===== config.mk =====
export PLATFORM = sky130hd
export DESIGN_NAME = sid_bus_master
export DESIGN_NICKNAME = d
export VERILOG_FILES = /design/src/rtl/sid_bus_pkg.sv /design/src/rtl/sid_req_fifo.sv /design/src/rtl/sid_bus_master.sv
export SDC_FILE = /design/constraint.sdc
export NUM_CORES = 1
export LEC_CHECK = 0
export CORE_UTILIZATION = 45
export CTS_BUF_LIST = sky130_fd_sc_hd__clkbuf_8
export CTS_CLUSTER_DIAMETER = 150
export DETAILED_ROUTE_END_ITERATION = 8
export GPL_TIMING_DRIVEN = 0
export HOLD_SLACK_MARGIN = 0.02
export PLACE_DENSITY_LB_ADDON = 0.2
export RECOVER_POWER = 50
export SKIP_LAST_GASP = 1
export SYNTH_ARGS = -nofsm -noshare
export SYNTH_HDL_FRONTEND = slang
export SYNTH_HIERARCHICAL = 1
export SYNTH_SLANG_ARGS = --single-unit

===== constraint.sdc =====
create_clock -name clk -period 2.12 [get_ports clk]
set_input_delay 0.424 -clock clk [delete_from_list [all_inputs] [get_ports clk]]
set_output_delay 0.424 -clock clk [all_outputs]
set_load 0.02 [all_outputs]

===== src/rtl/sid_bus_pkg.sv =====
// Shared definitions for the SID register-bus initiator: register map,
// request word layout and bus FSM states.
package sid_bus_pkg;

  // Voice-1 register offsets; voices 2 and 3 repeat the block at +7 and +14
  typedef enum logic [4:0] {
    REG_FREQ_LO  = 5'd0,
    REG_FREQ_HI  = 5'd1,
    REG_PW_LO    = 5'd2,
    REG_PW_HI    = 5'd3,
    REG_CTRL     = 5'd4,
    REG_AD       = 5'd5,
    REG_SR       = 5'd6,
    REG_FC_LO    = 5'd21,
    REG_FC_HI    = 5'd22,
    REG_RES_FILT = 5'd23,
    REG_MODE_VOL = 5'd24,
    REG_POT_X    = 5'd25,
    REG_POT_Y    = 5'd26,
    REG_OSC3     = 5'd27,
    REG_ENV3     = 5'd28
  } sid_reg_e;

  localparam int SID_SEL_BIT = 5;
  localparam int REQ_W       = 15;

  typedef struct packed {
    logic       rw;
    logic [5:0] addr;
    logic [7:0] data;
  } req_t;

  typedef enum logic [1:0] {ST_IDLE, ST_ADDR, ST_DATA, ST_HOLD} state_t;

  function automatic req_t pack_req(input logic rw, input logic [5:0] addr,
                                    input logic [7:0] data);
    req_t r;
    r.rw   = rw;
    r.addr = addr;
    r.data = data;
    return r;
  endfunction

endpackage


===== src/rtl/sid_req_fifo.sv =====
// Synchronous first-word-fall-through request FIFO; callers gate push/pop
// with full/empty.
module sid_req_fifo
  import sid_bus_pkg::*;
#(
  parameter int DEPTH = 4
) (
  input  logic clk,
  input  logic rst_n,
  input  logic push_i,
  input  req_t wdata_i,
  input  logic pop_i,
  output req_t rdata_o,
  output logic full_o,
  output logic empty_o
);

  localparam int AW = $clog2(DEPTH);
  localparam logic [AW:0] PTR_ONE = (AW + 1)'(1);

  logic [REQ_W-1:0] mem_q [DEPTH];
  logic [AW:0]      wr_ptr_q;
  logic [AW:0]      rd_ptr_q;

  always_ff @(posedge clk) begin
    if (push_i) mem_q[wr_ptr_q[AW-1:0]] <= wdata_i;
  end

  always_ff @(posedge clk or negedge rst_n) begin
    if (!rst_n) begin
      wr_ptr_q <= '0;
      rd_ptr_q <= '0;
    end else begin
      if (push_i) wr_ptr_q <= wr_ptr_q + PTR_ONE;
      if (pop_i)  rd_ptr_q <= rd_ptr_q + PTR_ONE;
    end
  end

  // Extra pointer bit distinguishes full from empty when indices match
  assign empty_o = (wr_ptr_q == rd_ptr_q);
  assign full_o  = (wr_ptr_q[AW] != rd_ptr_q[AW]) &&
                   (wr_ptr_q[AW-1:0] == rd_ptr_q[AW-1:0]);
  assign rdata_o = req_t'(mem_q[rd_ptr_q[AW-1:0]]);

endmodule


===== src/rtl/sid_bus_master.sv =====
// 6502-style bus initiator for the SID register interface: free-running phi2,
// one queued access per phi2 period, read data returned as a one-cycle pulse.
module sid_bus_master
  import sid_bus_pkg::*;
#(
  parameter int HALF_CYC   = 8,
  parameter int HOLD_CYC   = 2,
  parameter int FIFO_DEPTH = 4
) (
  input  logic       clk,
  input  logic       rst_n,
  input  logic       req_valid,
  output logic       req_ready,
  input  logic       req_rw,
  input  logic [5:0] req_addr,
  input  logic [7:0] req_data,
  output logic       rsp_valid,
  output logic [7:0] rsp_data,
  output logic       phi2,
  output logic       CEb,
  output logic       RWb,
  output logic [5:0] reg_addr,
  output logic [7:0] bus_out,
  output logic       bus_oe,
  input  logic [7:0] bus_in,
  output logic       busy
);

  localparam int CW = $clog2(HALF_CYC);
  localparam logic [CW-1:0] CNT_LAST   = CW'(HALF_CYC - 1);
  localparam logic [CW-1:0] CNT_LAUNCH = CW'(HOLD_CYC - 1);
  localparam logic [CW-1:0] CNT_ONE    = CW'(1);

  logic [CW-1:0] cnt_q;
  logic          phi2_q;
  state_t        state_q, state_d;
  logic          ceb_q, ceb_d, rwb_q, rwb_d, oe_q, oe_d;
  logic [5:0]    addr_q, addr_d;
  logic [7:0]    dout_q, dout_d;
  logic          rsp_valid_q, rsp_valid_d;
  logic [7:0]    rsp_data_q, rsp_data_d;
  logic          rdy_en_q;

  req_t head, push_word;
  logic fifo_full, fifo_empty, push, pop;
  logic wrap, rise, fall, launch;

  assign wrap   = (cnt_q == CNT_LAST);
  assign rise   = wrap && !phi2_q;
  assign fall   = wrap && phi2_q;
  // HOLD_CYC clocks of phi2-low have elapsed once this edge completes
  assign launch = !phi2_q && (cnt_q == CNT_LAUNCH);
  assign pop    = launch && !fifo_empty &&
                  ((state_q == ST_IDLE) || (state_q == ST_HOLD));

  assign req_ready = rdy_en_q && !fifo_full;
  assign push      = req_valid && req_ready;
  assign push_word = pack_req(req_rw, req_addr, req_data);

  sid_req_fifo #(.DEPTH(FIFO_DEPTH)) u_fifo (
    .clk     (clk),
    .rst_n   (rst_n),
    .push_i  (push),
    .wdata_i (push_word),
    .pop_i   (pop),
    .rdata_o (head),
    .full_o  (fifo_full),
    .empty_o (fifo_empty)
  );

  always_ff @(posedge clk or negedge rst_n) begin
    if (!rst_n) begin
      cnt_q    <= '0;
      phi2_q   <= 1'b0;
      rdy_en_q <= 1'b0;
    end else begin
      cnt_q    <= wrap ? '0 : cnt_q + CNT_ONE;
      phi2_q   <= wrap ? !phi2_q : phi2_q;
      rdy_en_q <= 1'b1;
    end
  end

  always_ff @(posedge clk or negedge rst_n) begin
    if (!rst_n) state_q <= ST_IDLE;
    else        state_q <= state_d;
  end

  always_comb begin
    state_d = state_q;
    unique case (state_q)
      ST_IDLE: if (pop)    state_d = ST_ADDR;
      ST_ADDR: if (rise)   state_d = ST_DATA;
      ST_DATA: if (fall)   state_d = ST_HOLD;
      ST_HOLD: if (launch) state_d = fifo_empty ? ST_IDLE : ST_ADDR;
      default:             state_d = ST_IDLE;
    endcase
  end

  always_comb begin
    ceb_d       = ceb_q;
    rwb_d       = rwb_q;
    oe_d        = oe_q;
    addr_d      = addr_q;
    dout_d      = dout_q;
    rsp_valid_d = 1'b0;
    rsp_data_d  = rsp_data_q;
    if (pop) begin
      ceb_d  = 1'b0;
      rwb_d  = head.rw;
      addr_d = head.addr;
      dout_d = head.data;
      oe_d   = !head.rw;
    end else if ((state_q == ST_HOLD) && launch) begin
      ceb_d = 1'b1;
      rwb_d = 1'b1;
      oe_d  = 1'b0;
    end
    // bus_in during the last phi2-high clock is captured on the falling edge
    if ((state_q == ST_DATA) && fall && rwb_q) begin
      rsp_valid_d = 1'b1;
      rsp_data_d  = bus_in;
    end
  end

  always_ff @(posedge clk or negedge rst_n) begin
    if (!rst_n) begin
      ceb_q       <= 1'b1;
      rwb_q       <= 1'b1;
      oe_q        <= 1'b0;
      addr_q      <= '0;
      dout_q      <= '0;
      rsp_valid_q <= 1'b0;
      rsp_data_q  <= '0;
    end else begin
      ceb_q       <= ceb_d;
      rwb_q       <= rwb_d;
      oe_q        <= oe_d;
      addr_q      <= addr_d;
      dout_q      <= dout_d;
      rsp_valid_q <= rsp_valid_d;
      rsp_data_q  <= rsp_data_d;
    end
  end

  assign phi2      = phi2_q;
  assign CEb       = ceb_q;
  assign RWb       = rwb_q;
  assign bus_oe    = oe_q;
  assign reg_addr  = addr_q;
  assign bus_out   = dout_q;
  assign rsp_valid = rsp_valid_q;
  assign rsp_data  = rsp_data_q;
  assign busy      = (state_q != ST_IDLE) || !fifo_empty;

endmodule


; ---- Word level (Yosys, flattened, before mapping)
; Memories as Yosys holds them, arrays and structs flattened.
; Index checks and enable logic that the tools add are counted.
[word_totals]
regBits = 39
mem_bits_rw = 60
in_bits = 26
out_inout_bits = 29
elab_cells = 65
n_memories = 1
[classes]
add_sub_neg = 3
eq_ne = 12
muxes = 15
reduce_logical = 21
[mem_list]
columns = name, words, word_bits, rd, rd_ports_with_merged_regs, wr, line
row1 = u_fifo.mem_q, 4, 15, 1, 0, 1, sid_req_fifo.sv:21  ; logic [REQ_W-1:0] mem_q [DEPTH];
[ops]
columns = op, n
row1 = 1-bit logical AND, 11
row2 = 3-bit by 1-bit adder with 3-bit output (second input constant), 3
row3 = 1-bit 2-to-1 mux, 9
row4 = 2-bit 2-to-1 mux, 4
row5 = 2-bit != test (second input constant), 4
row6 = 2-bit case mux with 4 select lines, 1
row7 = 2-bit equality test (second input constant), 2
row8 = 1-bit logical NOT, 4
row9 = 4-bit AND reduction, 1
row10 = 2-bit nonzero test, 2
row11 = 3-bit by 1-bit equality test with 1-bit output (second input constant), 1
row12 = 3-bit equality test, 1
row13 = 3-bit equality test (second input constant), 1
row14 = 3-bit 2-to-1 mux, 1
row15 = 2-bit by 1-bit equality test with 1-bit output (second input constant), 1
row16 = 2-bit equality test, 1
row17 = 2-bit logical NOT, 1
row18 = 1-bit logical OR, 2
row19 = 1-bit != test, 1

; ---- Depth between registers and ports, before layout
[logic_depth]
depth_word = 7
mapped_depth = 10
ltp_nobuf = 7

; ---- Modules after synthesis
; Netlist, hierarchy kept.
[by_module_without_submodules]
columns = module, instances, cells_each, area_each_um2, seq_area_each_um2
row1 = sid_req_fifo, 1, 109, 2549.9, 1951.9
row2 = sid_bus_master, 1, 142, 1403.8, 828.3

; ---- Least setup slack after synthesis
; OpenSTA, ideal clock, no wires.
[synth_timing]
kind = register to register
startpoint = reg u_fifo.rd_ptr_q[0]
endpoint = mem u_fifo.mem_q[3][0], enable pin
setup_time_ps = 374
arrival_ps = 1996
path_slack_ps = -250
stages_incl_launch_ff = 8
cell_sequence = dfrtp_1 buf_6 buf_12 xor2_1 nor3_1 nor2b_1 and2_1 and2_1
[synth_between]
elab_chain_cells = 7
[synth_lines]
columns = element, line
row1 = from (decl), sid_req_fifo.sv:23  ; logic [AW:0] rd_ptr_q;
row2 = from (signal assigned), sid_req_fifo.sv:35  ; if (pop_i) rd_ptr_q <= rd_ptr_q + PTR_ONE;
row3 = 2-bit equality test, sid_req_fifo.sv:42  ; (wr_ptr_q[AW-1:0] == rd_ptr_q[AW-1:0]);
row4 = 1-bit logical AND, sid_req_fifo.sv:41  ; assign full_o = (wr_ptr_q[AW] != rd_ptr_q[AW]) &&
row5 = named net fifo_full, sid_bus_master.sv:45  ; logic fifo_full, fifo_empty, push, pop;
row6 = 1-bit logical NOT, sid_bus_master.sv:56  ; assign req_ready = rdy_en_q && !fifo_full;
row7 = 1-bit logical AND, sid_bus_master.sv:56
row8 = named net req_ready, sid_bus_master.sv:13  ; output logic req_ready,
row9 = 1-bit logical AND, sid_bus_master.sv:57  ; assign push = req_valid && req_ready;
row10 = named net push, sid_bus_master.sv:45
row11 = 1-bit 2-to-1 mux, sid_req_fifo.sv:26  ; if (push_i) mem_q[wr_ptr_q[AW-1:0]] <= wdata_i;
row12 = 1-bit 2-to-1 mux (not written as such), sid_req_fifo.sv:26
row13 = to (decl), sid_req_fifo.sv:21
; The timed path passes the listed nets, and every way through them passes these cells.

; ---- Final worst setup path
[layout_timing]
startpoint = reg u_fifo.rd_ptr_q[0]
endpoint = out busy
[layout_between]
elab_chain_cells = 3
[layout_lines]
columns = element, line
row1 = 3-bit equality test, sid_req_fifo.sv:40  ; assign empty_o = (wr_ptr_q == rd_ptr_q);
row2 = named net fifo_empty, sid_bus_master.sv:45
row3 = 1-bit logical NOT, sid_bus_master.sv:153  ; assign busy = (state_q != ST_IDLE) || !fifo_empty;
row4 = 1-bit logical OR, sid_bus_master.sv:153
row5 = to (decl), sid_bus_master.sv:26  ; output logic busy
; The timed path passes the listed nets, and every way through them passes these cells.

==> results by group <==
Status
  – Status: finished, final reports clean

CTS
  – CTS tree: built
  – Clk slew on worst S/H paths: approximately 0.090 ns
  – Longest Clk Path Bufs: 2
  – CTS sink count: around 100
  – CTS root buf: clkbuf_8
  – # hold bufs at CTS: 0
  – CTS H-tree lvls: 3
  – Clk Latency, worst-skew pair: ~0.35 ns
  – CTS buffer count: 9

Timing
  – Max Slew Vio Count: 0
  – Fin. Hold Viols: 0
  – Setup WS post-layout: 0.0981 ns
  – Max Fclk: 495 MHz
  – Worst-margin pin slew: approximately 1.1 ns
  – RSZ-0062 raised after global routing: no
  – Setup violations, final: 0
  – Hold_ws: approximately 0.25 ns
  – Minimum clock period after layout: just over 2 ns
  – Setup TNS: 0 ns
  – Tcrit/Tclk final: a little over nine tenths
  – Clock Skew: 0.00793 ns
  – Max-Slew Margin vs Limit: between 20% and 30%

Pwr
  – Worst VDD drop: 0.597 mV
  – Total power draw: ~7.2 mW
  – Power Density: 1460 mW/mm2
  – Leak: between 1.5 and 2 nW

Routing
  – Antenna viol nets, final: 0
  – DRC Markers: 0
  – Starting DRT DRC Count: 53
  – Detailed Routing Iterations Pass 1: 4
  – Final wirelength: 7010 um
  – Vias/cell: 5.00
  – Wirelength per Cell: 16.2 um
  – Vias: around 2,200

Setup path
  – CP Max Fanout: 12
  – Critical R2R Launch: cnt_q[1]
  – Crit path from: u_fifo/rd_ptr_q[0]
  – Critical path class: reg -> out
  – Worst r2r path cells: 7
  – R2R setup slack: 0.14 ns
  – CP max stage delay: around 0.40 ns
  – Crit path required time: approximately 1.7 ns
  – CP startpoint kind: flop
  – Cell Chain, Critical Path: buf_6, xor2_4, nor3b_4, nand2_1, buf_4
  – Crit end category: primary output
  – CP max stage cell: dfrtp_1
  – Reg-to-Reg End: u_fifo/rd_ptr_q[1]
  – CP arrival: ~1.6 ns

Global route
  – Initial antenna violation count: 0
  – Grt ovf: 0
  – GR peak layer: met2
  – M1 GR Usage: about a fifth
  – Global-route wire length before repair: about 11,000 um
  – Met2 usage: between 20% and 30%
  – Vias in the first global route: around 2,100
  – Total GRT Usage: about 16%
  – Met3 global-route usage: approximately 4.2%
  – Largest net degree at the start of global routing: 21

Die
  – Row count: 33
  – Initial Util: around 47%
  – Die area: roughly 0.0092 mm2
  – Chip Height: 95.7 um
  – Io pins: 55
  – Core ar.: 0.00834 mm2
  – Die Span X: 95.7 um

Job
  – Reported max-cap violation count: 0

Place
  – Post-placement setup slack: -0.163 ns
  – Placed insts: roughly 410
  – Placed Area: 0.00466 mm2
  – Hpwl dp: around 4400 um
  – Routability cong.: between 0.7 and 0.8
  – Buffers on Ports: 54

Synth
  – Synth Cell Area: between 0.003 and 0.004 mm2
  – Syn nets: about 290
  – Average instance area after synthesis: ~16 um2
  – Post-synthesis sequential area ratio: between 70% and 80%
  – Post-Syn Instances: around 250
  – Yosys warnings: 6
  – Post-synth cell types: 35
  – FF+latch count, synth: between 90 and 100

Min path
  – Hold Crit Class: in -> async

Cells and area
  – Finished Cell Area: 0.00492 mm2
  – Commonest non-fill, non-tap cell in the layout: nand2_1
  – Post-layout util: 59.0%
  – Fraction of layout instances using a drive strength above 1: around 17%
  – Non-filler cells, final: between 400 and 500
  – Final-stage net count: 360
  – Antenna Cells: 0
  – Commonest cells after routing, fill and taps aside: nand2_1, edfxtp_1, dfrtp_1
  – Area delta synth->final: 24.4%
[where the power goes]
group          total (mW)  switching, mW  internal (mW)
Combinational        3.17           1.68           1.49
Sequential           2.79          0.244           2.54
Clock                1.24          0.652          0.590
[registers in the layout (all words and copies together) (netlist names), 2 cells and up]
name             flops
rsp_data             8
u_fifo/wr_ptr_q      3
u_fifo/rd_ptr_q      3
reg_addr             6
cnt_q                3
u_fifo/mem_q        60
bus_out              8
state_q              2
[Yosys cell counts (all sizes together)]
cell / number / area [um2]
a21oi: 4 / 23.8
and2: 5 / 31.3
conb: 1 / 3.75
nor2: 4 / 15.0
mux2: 3 / 33.8
nand4: 1 / 6.26
nand2: 72 / 270
xnor2: 2 / 17.5
mux4: 15 / 364
nor3b: 2 / 15.0
inv: 6 / 27.5
or3: 1 / 11.3
nor3: 1 / 5.00
xor2: 6 / 52.6
clkinv: 1 / 3.75
buf: 7 / 78.8
nor2b: 1 / 6.26
dfstp: 2 / 52.6
ha: 12 / 150
a21o: 1 / 7.51
nand3b: 1 / 7.51
o22a: 1 / 8.76
o21ai: 2 / 10.0
edfxtp: 60 / 1800
dfrtp: 37 / 926
nand3: 1 / 5.00
mux2i: 1 / 10.0
or3b: 1 / 8.76
[what timing repair did]
action                                 4_1_cts  5_1_grt
endpoints found under the hold margin        0        0
setup buffers                                3        2
setup endpoints to repair                   65       63
gates resized for setup                     14        9
cloned                                       0        2
pin swaps                                    2        4
[critical path, delay by kind of cell, from the launching register on]
family / cells / cell delay (ns)
XOR/XNOR: 1 / 0.20
buffers and inverters: 2 / 0.34
flip-flops: 1 / 0.40
AND/OR/NAND/NOR: 2 / 0.31
[kinds of logic after synthesis]
group / count (synthesis) / share of synthesized area [%]
buf+inv: 14 / 2.78
mux: 19 / 10.3
flops: 99 / 70.3
other cells: 1 / 0.0948
compound gates: 8 / 1.27
fa+ha+maj: 12 / 3.80
xor+xnor: 8 / 1.77
simple gates: 90 / 9.65
[layout make-up]
class | count | area (um2)
Buffer | 5 | 43.8
Clock buffer | 10 | 138
Clock inverter | 6 | 72.6
Fill cell | 668 | 3420
Inverter | 7 | 38.8
Multi-Input combinational cell | 140 | 1140
Sequential cell | 99 | 2780
Tap cell | 105 | 131
Timing Repair Buffer | 60 | 577
[worst max path at each step]
stage	end	slack, ns	depth (start not counted)
floorplan	u_fifo/rd_ptr_q[1]	0.04	9
global placement	bus_out[6]	-0.41	1
detailed placement	busy	-0.16	6
CTS	u_fifo/mem_q[0][5]	-0.1	7
global route	busy	0.002	5
finish	busy	0.1	5
[routing by layer]
metal / vias up / routed length, um
li1: 1035 / -
met1: 1078 / 3200
met2: 41 / 3500
met3: 6 / 243
met4: 0 / 68
met5: - / 0
No activity file was read; power rests on OpenSTA's default activity.
